[src/rtl/cmd_parser.sv]
// Byte-stream command parser: assembles a header plus 0-4 operand bytes
// into one parallel command, classifies it and flags illegal headers.
module cmd_parser #(
    parameter int CNT_W = 16
) (
    input  logic             clk,
    input  logic             rst_n,
    input  logic             in_valid,
    input  logic [7:0]       in_data,
    output logic             in_ready,
    output logic             cmd_valid,
    input  logic             cmd_ready,
    output logic [1:0]       cmd_class,
    output logic [5:0]       cmd_op,
    output logic [2:0]       cmd_len,
    output logic [31:0]      cmd_args,
    output logic             err_valid,
    output logic [7:0]       err_hdr,
    output logic [CNT_W-1:0] cmd_count,
    output logic [7:0]       err_count
);

    typedef enum logic [1:0] {
        IDLE,
        COLLECT,
        HOLD
    } state_t;

    state_t     state;
    state_t     state_next;
    logic [2:0] hdr_len;
    logic [2:0] remaining;
    logic [1:0] widx;
    logic       hdr_fire;
    logic       hdr_legal;
    logic       byte_fire;
    logic       cmd_fire;

    // Total length for a header byte; zero marks an illegal class/op pair.
    function automatic logic [2:0] len_of(input logic [7:0] hdr);
        logic [2:0] len;
        case (hdr)
            8'h00:          len = 3'd1;
            8'h01, 8'h02:   len = 3'd3;
            8'h40:          len = 3'd1;
            8'h41, 8'h42:   len = 3'd4;
            8'h43:          len = 3'd5;
            default:        len = 3'd0;
        endcase
        return len;
    endfunction

    assign hdr_len   = len_of(in_data);
    assign hdr_legal = (hdr_len != 3'd0);
    assign hdr_fire  = (state == IDLE) && in_valid;
    assign byte_fire = (state == COLLECT) && in_valid;
    assign cmd_fire  = (state == HOLD) && cmd_ready;

    always_ff @(posedge clk or negedge rst_n) begin
        if (!rst_n) begin
            state <= IDLE;
        end else begin
            state <= state_next;
        end
    end

    always_comb begin
        state_next = state;
        in_ready   = 1'b1;
        cmd_valid  = 1'b0;
        unique case (state)
            IDLE: begin
                if (hdr_fire && hdr_legal) begin
                    if (hdr_len == 3'd1) begin
                        state_next = HOLD;
                    end else begin
                        state_next = COLLECT;
                    end
                end
            end
            COLLECT: begin
                if (byte_fire && remaining == 3'd1) begin
                    state_next = HOLD;
                end
            end
            HOLD: begin
                in_ready  = 1'b0;
                cmd_valid = 1'b1;
                if (cmd_ready) begin
                    state_next = IDLE;
                end
            end
            default: begin
                state_next = IDLE;
            end
        endcase
    end

    // Command bundle; frozen while HOLD waits for the consumer.
    always_ff @(posedge clk or negedge rst_n) begin
        if (!rst_n) begin
            cmd_class <= 2'd0;
            cmd_op    <= 6'd0;
            cmd_len   <= 3'd0;
            cmd_args  <= 32'd0;
            remaining <= 3'd0;
            widx      <= 2'd0;
        end else if (hdr_fire && hdr_legal) begin
            cmd_class <= in_data[7:6];
            cmd_op    <= in_data[5:0];
            cmd_len   <= hdr_len;
            cmd_args  <= 32'd0;
            remaining <= hdr_len - 3'd1;
            widx      <= 2'd0;
        end else if (byte_fire) begin
            case (widx)
                2'd0:    cmd_args[31:24] <= in_data;
                2'd1:    cmd_args[23:16] <= in_data;
                2'd2:    cmd_args[15:8]  <= in_data;
                default: cmd_args[7:0]   <= in_data;
            endcase
            remaining <= remaining - 3'd1;
            widx      <= widx + 2'd1;
        end
    end

    always_ff @(posedge clk or negedge rst_n) begin
        if (!rst_n) begin
            err_valid <= 1'b0;
            err_hdr   <= 8'd0;
            err_count <= 8'd0;
        end else begin
            err_valid <= hdr_fire && !hdr_legal;
            if (hdr_fire && !hdr_legal) begin
                err_hdr <= in_data;
                if (err_count != 8'hFF) begin
                    err_count <= err_count + 8'd1;
                end
            end
        end
    end

    always_ff @(posedge clk or negedge rst_n) begin
        if (!rst_n) begin
            cmd_count <= '0;
        end else if (cmd_fire) begin
            cmd_count <= cmd_count + 1'b1;
        end
    end

endmodule

[config.mk]
export PLATFORM = sky130hd
export DESIGN_NAME = cmd_parser
export DESIGN_NICKNAME = d
export VERILOG_FILES = /design/src/rtl/cmd_parser.sv
export SDC_FILE = /design/constraint.sdc
export NUM_CORES = 1
export LEC_CHECK = 0
export CORE_MARGIN = 5
export CORE_UTILIZATION = 50
export CTS_CLUSTER_SIZE = 10
export DETAILED_ROUTE_END_ITERATION = 10
export PLACE_DENSITY = 0.81
export SETUP_SLACK_MARGIN = 0.2
export SYNTH_ARGS = -nofsm -noshare
export SYNTH_HDL_FRONTEND = slang
export SYNTH_SLANG_ARGS = --single-unit
[constraint.sdc]
create_clock -name clk -period 5.3 [get_ports clk]
set_clock_uncertainty 0.05 [all_clocks]
set_input_delay 0.53 -clock clk [delete_from_list [all_inputs] [get_ports clk]]
set_output_delay 0.53 -clock clk [all_outputs]
set_load 0.05 [all_outputs]
Yosys cells after proc, flatten, opt, wreduce, memory -nomap -nowiden
Cells that the tools add are included.
{"block": "op_classes", "addsub": 5, "eq_ne": 17, "n_mux": 18, "reduce_logical": 25}
{"op": "two-way mux 32 bit", "n": 2}
{"op": "== test 8 x 7 -> 1 bit (second input constant)", "n": 4}
{"op": "two-way mux 8 bit", "n": 4}
{"op": "adder 16 x 1 -> 16 bit (second input constant)", "n": 1}
{"op": "two-way mux 2 bit", "n": 6}
{"op": "case mux 3 bit (4 select lines)", "n": 1}
{"op": "AND reduction 2 bit", "n": 5}
{"op": "adder 8 x 1 -> 8 bit (second input constant)", "n": 1}
{"op": "== test 8 x 1 -> 1 bit (second input constant)", "n": 1}
{"op": "== test 8 x 2 -> 1 bit (second input constant)", "n": 1}
{"op": "zero test 8 bit", "n": 1}
{"op": "!= test 8 bit (second input constant)", "n": 1}
{"op": "nonzero test 2 bit", "n": 4}
{"op": "== test 3 x 1 -> 1 bit (second input constant)", "n": 2}
{"op": "logical AND 1 bit", "n": 6}
{"op": "two-way mux 3 bit", "n": 2}
{"op": "!= test 2 x 1 -> 1 bit (second input constant)", "n": 3}
{"op": "case mux 2 bit (3 select lines)", "n": 1}
{"op": "OR reduction 2 bit", "n": 3}
{"op": "subtractor 3 x 1 -> 3 bit (second input constant)", "n": 2}
{"op": "== test 2 x 1 -> 1 bit (second input constant)", "n": 2}
{"op": "== test 2 bit (second input constant)", "n": 2}
{"op": "zero test 2 bit", "n": 2}
{"op": "AND reduction 3 bit", "n": 1}
{"op": "6 further kinds", "n": 7}
{"block": "word_totals", "register_bits": 83, "in_bits": 12}

Logic depth before layout (Yosys ltp)
{"block": "depth", "word_depth": 7, "depth_mapped": 12, "mapped_depth_nobuf": 10}

Worst setup path before layout
OpenSTA, ideal clock, no wires.
{"block": "synth_timing", "path_type": "input port to flip-flop", "startpoint": "input port in_data[3]", "endpoint": "register widx[0]", "arrival_time_ns": 3.026, "t_required_ns": 5.118, "setup_slack_ns": 2.092, "cell_stages": 8, "path_cell_list": "or4_4 or4b_4 ha_1 ha_1 nor4b_1 buf_2 buf_1 nor2_1"}
{"block": "synth_between", "elab_chain_cells": 6, "elab_cells_between_ends": 15, "classes_between": "eq/ne (6); mux (2); reduce/logical (7)"}
{"element": "start, declared", "line_no": "9", "rtl": "input logic [7:0] in_data,"}
{"element": "== test 8 x 7 -> 1 bit, or another cell as far along", "line_no": "42", "rtl": "case (hdr)"}
{"element": "OR reduction 2 bit (on tied branches)"}
{"element": "case mux 3 bit (4 select lines) (*)", "line_no": "42"}
{"element": "nonzero test 3 bit (*)", "line_no": "54", "rtl": "assign hdr_legal = (hdr_len != 3'd0);"}
{"element": "logical AND 1 bit (*)", "line_no": "108", "rtl": "end else if (hdr_fire && hdr_legal) begin"}
{"element": "two-way mux 2 bit / nonzero test 2 bit (equally long branches)"}
{"element": "end signal, assigned", "line_no": "123", "rtl": "widx <= widx + 2'd1;"}
{"element": "end, declared", "line_no": "33", "rtl": "logic [1:0] widx;"}
Every way passes the cells marked *; elsewhere a longest branch is shown, timed or not.
A chain may end at the register's enable or synchronous reset.

Worst setup path after layout
{"block": "layout_timing", "startpoint": "input port in_data[3]", "endpoint": "register cmd_len[0]"}
{"block": "layout_between", "elab_chain_cells": 5, "elab_cells_between_ends": 13, "classes_between": "eq/ne (6); mux (1); reduce/logical (6)"}
{"element": "== test 8 x 7 -> 1 bit, or another cell as far along", "line_no": "42"}
{"element": "OR reduction 2 bit (on tied branches)"}
{"element": "case mux 3 bit (4 select lines) (*)", "line_no": "42"}
{"element": "nonzero test 3 bit", "line_no": "54"}
{"element": "logical AND 1 bit", "line_no": "108"}
{"element": "end signal, assigned", "line_no": "111", "rtl": "cmd_len <= hdr_len;"}
{"element": "end, declared", "line_no": "15", "rtl": "output logic [2:0] cmd_len,"}
Marked as above.

==> flow_summary.yaml <==
outcome:
  status: "finished, final reports clean"
critical_path:
  rr_endpoint: "cmd_count[10]"
  reg2reg_depth: 4
  path_class: "in -> reg"
  cp_data_required_time_ns: 5.48
  worst-endpoint-arrival_ns: 3.81
  cp_slowest_stage_delay_ns: 0.64
  r2r_setup_slack_ns: 3.45
  crit_top_cell: "ha_1"
  worstSetupEndpointType: "flop"
  cp.buffers_inverters: 2
  reg2reg_from: "state[0]"
  cp-start-kind: "primary input"
  cp_cell_sequence: "clkdlybuf4s50_1, or4_4, or4b_4, ha_1, ha_1, nor4b_2, buf_4, mux2_2"
  cp_slowest_cell: "or4_4"
  path_delay_family: "simple AND/OR/NAND/NOR gates"
  cp_max_fo: 48
routing:
  routed-via-count: 2891
  wirelength_um: 8640
  ant_nets: 0
  dr.max_layer_used: "met4"
  vias_per_cell: 5.23
  wl_met2_um: 4170
  wl_met3_um: 514
  met1_length_um: 3830
  drc: 0
  drt_iter0_markers: 159
  drt_first_pass_iters: 4
  post_drt_wl_per_cell_um: 15.6
global_route:
  grt_first_pass_wirelength_um: 14200
  grt.total_usage_pct: 19.9
  first_global_vias: 2925
  gr-total-overflow: 0
  grt_max_degree: 84
  antenna_found_initial: 0
sta:
  rsz0062_at_grt: "no"
  fin_tns_setup_ns: 0
  setup_violations: 0
  hold_viol_final: 0
  slew_headroom_pct: 33.4
  worst_slew_pin_slew_ns: 0.999
  max_freq_ghz: 0.276
  fin_crit_sh_pct: 68.4
  min_period_ns: 3.63
  slew_violations: 0
synth:
  synth_top_family_by_area: "simple AND/OR/NAND/NOR gates"
  syn_area_sq_um: 3680
  avgSynthCellArea_sq_um: 10.1
  yosys.area_share.simple_pct: 20.1
  yosysSeqAreaShare_pct: 56.4
  synth_cells: 363
  synth_fa_ha_area_share_pct: 3.74
  yosys.area_share.xor_xnor_pct: 5.71
  synth-main-ff-cell: "dfrtp_1"
  synth_edf_count: 0
  synth_compound_area_share_pct: 7.41
  ys.warnings.count: 0
  ys_ff_latch: 83
  synth-async-reset-ratio_pct: 100
  syn_nets: 386
  ys_types: 37
  muxShareOfSynthArea_pct: 3.94
clocking:
  cts_setup_buffers: 0
  cts_buffer_depth: 2
  cts-root-buf: "clkbuf_8"
  htreeDepth: 3
  holdBufCountCts: 0
  cts_resized: 0
  cts_buffers: 9
  cts_tree: "yes"
  clock_sinks: 83
  clkTransAtPathRegs_ns: 0.08
  insertion_delay_ns: 0.34
die:
  row_count: 31
  ioPinCount: 90
  fp.coreArea_sq_um: 7210
  initial_core_util_pct: 51.0
  die_w_um: 95.8
  die_h_um: 95.8
  die_area_sq_um: 9180
power_and_ir_drop:
  pwr-share-seq_pct: 34.6
  p_comb_share_pct: 45.3
  p_int_uw: 1570
  power_density_nw_per_um2: 564
  vdd_drop_max_mv: 0.304
  clockPowerShare_pct: 20.2
  cellLeakagePower_uw: 0.00217
  power.share.switching_pct: 43.4
  p_sw_uw: 1200
cells_and_area:
  area_growth_pct: 33.2
  drive_gt1_share_pct: 9.47
  n_antenna_cell: 0
  fin_util_pct: 68.0
  multi_input_area_sq_um: 1520
  fin_nets: 472
  seq_area_sq_um: 2080
  n_fill_cell: 585
job:
  cap_violations: 0
place:
  portBuffers: 89
  dp_hpwl_um: 6090
  place_congestion: 0.828
worst_hold_path:
  hp-class: "in -> async"
metrics by stage:
stage / hold WS, ns / total power [uW] / std cells / worst slack (ns) / area (sq um)
2_1_floorplan: 0.184 / 1780 / 363 / 2.09 / 3680
3_3_place_gp: 0.410 / 2210 / 537 / 1.38 / 4660
3_5_place_dp: 0.414 / 2230 / 537 / 1.29 / 4660
4_1_cts: 0.345 / 2790 / 553 / 1.65 / 4900
5_1_grt: 0.385 / 2900 / 553 / 1.54 / 4900
6_report: 0.316 / 2770 / 553 / 1.67 / 4900
power by group through the flow:
stage	Clock (uW)	Sequential [uW]	Combinational [uW]
final	558	957	1250
after global routing	587	985	1330
after CTS	563	958	1260
after detailed placement	0	967	1260
after global placement	0	963	1240
after floorplan	0	1490	293
area by class of cell:
cell class	count	area share, %
Multi-Input combinational cell	255	30.9
Inverter	9	0.689
Tap cell	99	2.53
Sequential cell	83	42.3
Clock buffer	10	2.81
Timing Repair Buffer	91	18.4
Clock inverter	6	2.27
cell usage in the layout, fill, tap and decap left out, drive strengths merged, types with 2 or more instances in the layout:
cell type	Yosys	final
nand2	108	108
clkdlybuf4s50	0	88
dfrtp	83	83
a21oi	37	37
xnor2	13	13
nor2	12	12
mux2	12	12
xor2	11	11
ha	11	11
clkbuf	4	10
inv	9	10
nand3	9	9
nand4	6	6
and2	5	5
and3	4	4
o21ai	4	4
nor3	3	3
nand3b	3	3
bufinv	0	3
buf	12	3
or4	2	2
flip-flops by register name, indices dropped and copies added (netlist names):
register	count
cmd_class	2
cmd_len	3
err_count	8
err_valid	1
remaining	3
state	2
err_hdr	8
cmd_args	32
cmd_op	6
cmd_count	16
widx	2
cells in the mapped netlist, drive strengths merged, types with 2 or more instances:
master	instances	area, sq um
and3	4	25.0
o21ai	4	23.8
buf	12	51.3
mux2	12	135
ha	11	138
nor2	12	45.0
clkbuf	4	15.0
nand3	9	45.0
nand3b	3	22.5
nand4	6	37.5
nand2	108	405
xnor2	13	114
and2	5	33.8
inv	9	33.8
nor3	3	15.0
dfrtp	83	2080
or4	2	22.5
a21oi	37	185
xor2	11	96.3
logic make-up after synthesis:
group                    Yosys count
multiplexers                      13
adder cells (fa/ha/maj)           11
XOR/XNOR                          24
flip-flops                        83
buffers and inverters             25
AND/OR/NAND/NOR                  161
AO/OA/AOI/OAI                     46
per-layer routing:
metal	track usage, %	vias up
met5	0	-
met4	6.99	0
met3	3.52	14
met2	32.4	98
met1	26.9	1410
li1	-	1369
worst max-delay path by stage:
stage	start	end	slack, ns	cells after the start
after detailed placement	in_data[3]	cmd_len[0]	1.29	8
final	in_data[3]	cmd_len[0]	1.67	8
after floorplan	in_data[3]	widx[0]	2.09	8
after global placement	in_data[3]	cmd_len[0]	1.38	8
after CTS	in_data[3]	cmd_len[0]	1.65	8
after global routing	in_data[3]	remaining[1]	1.54	9
No activity file was read; power rests on OpenSTA's default activity.
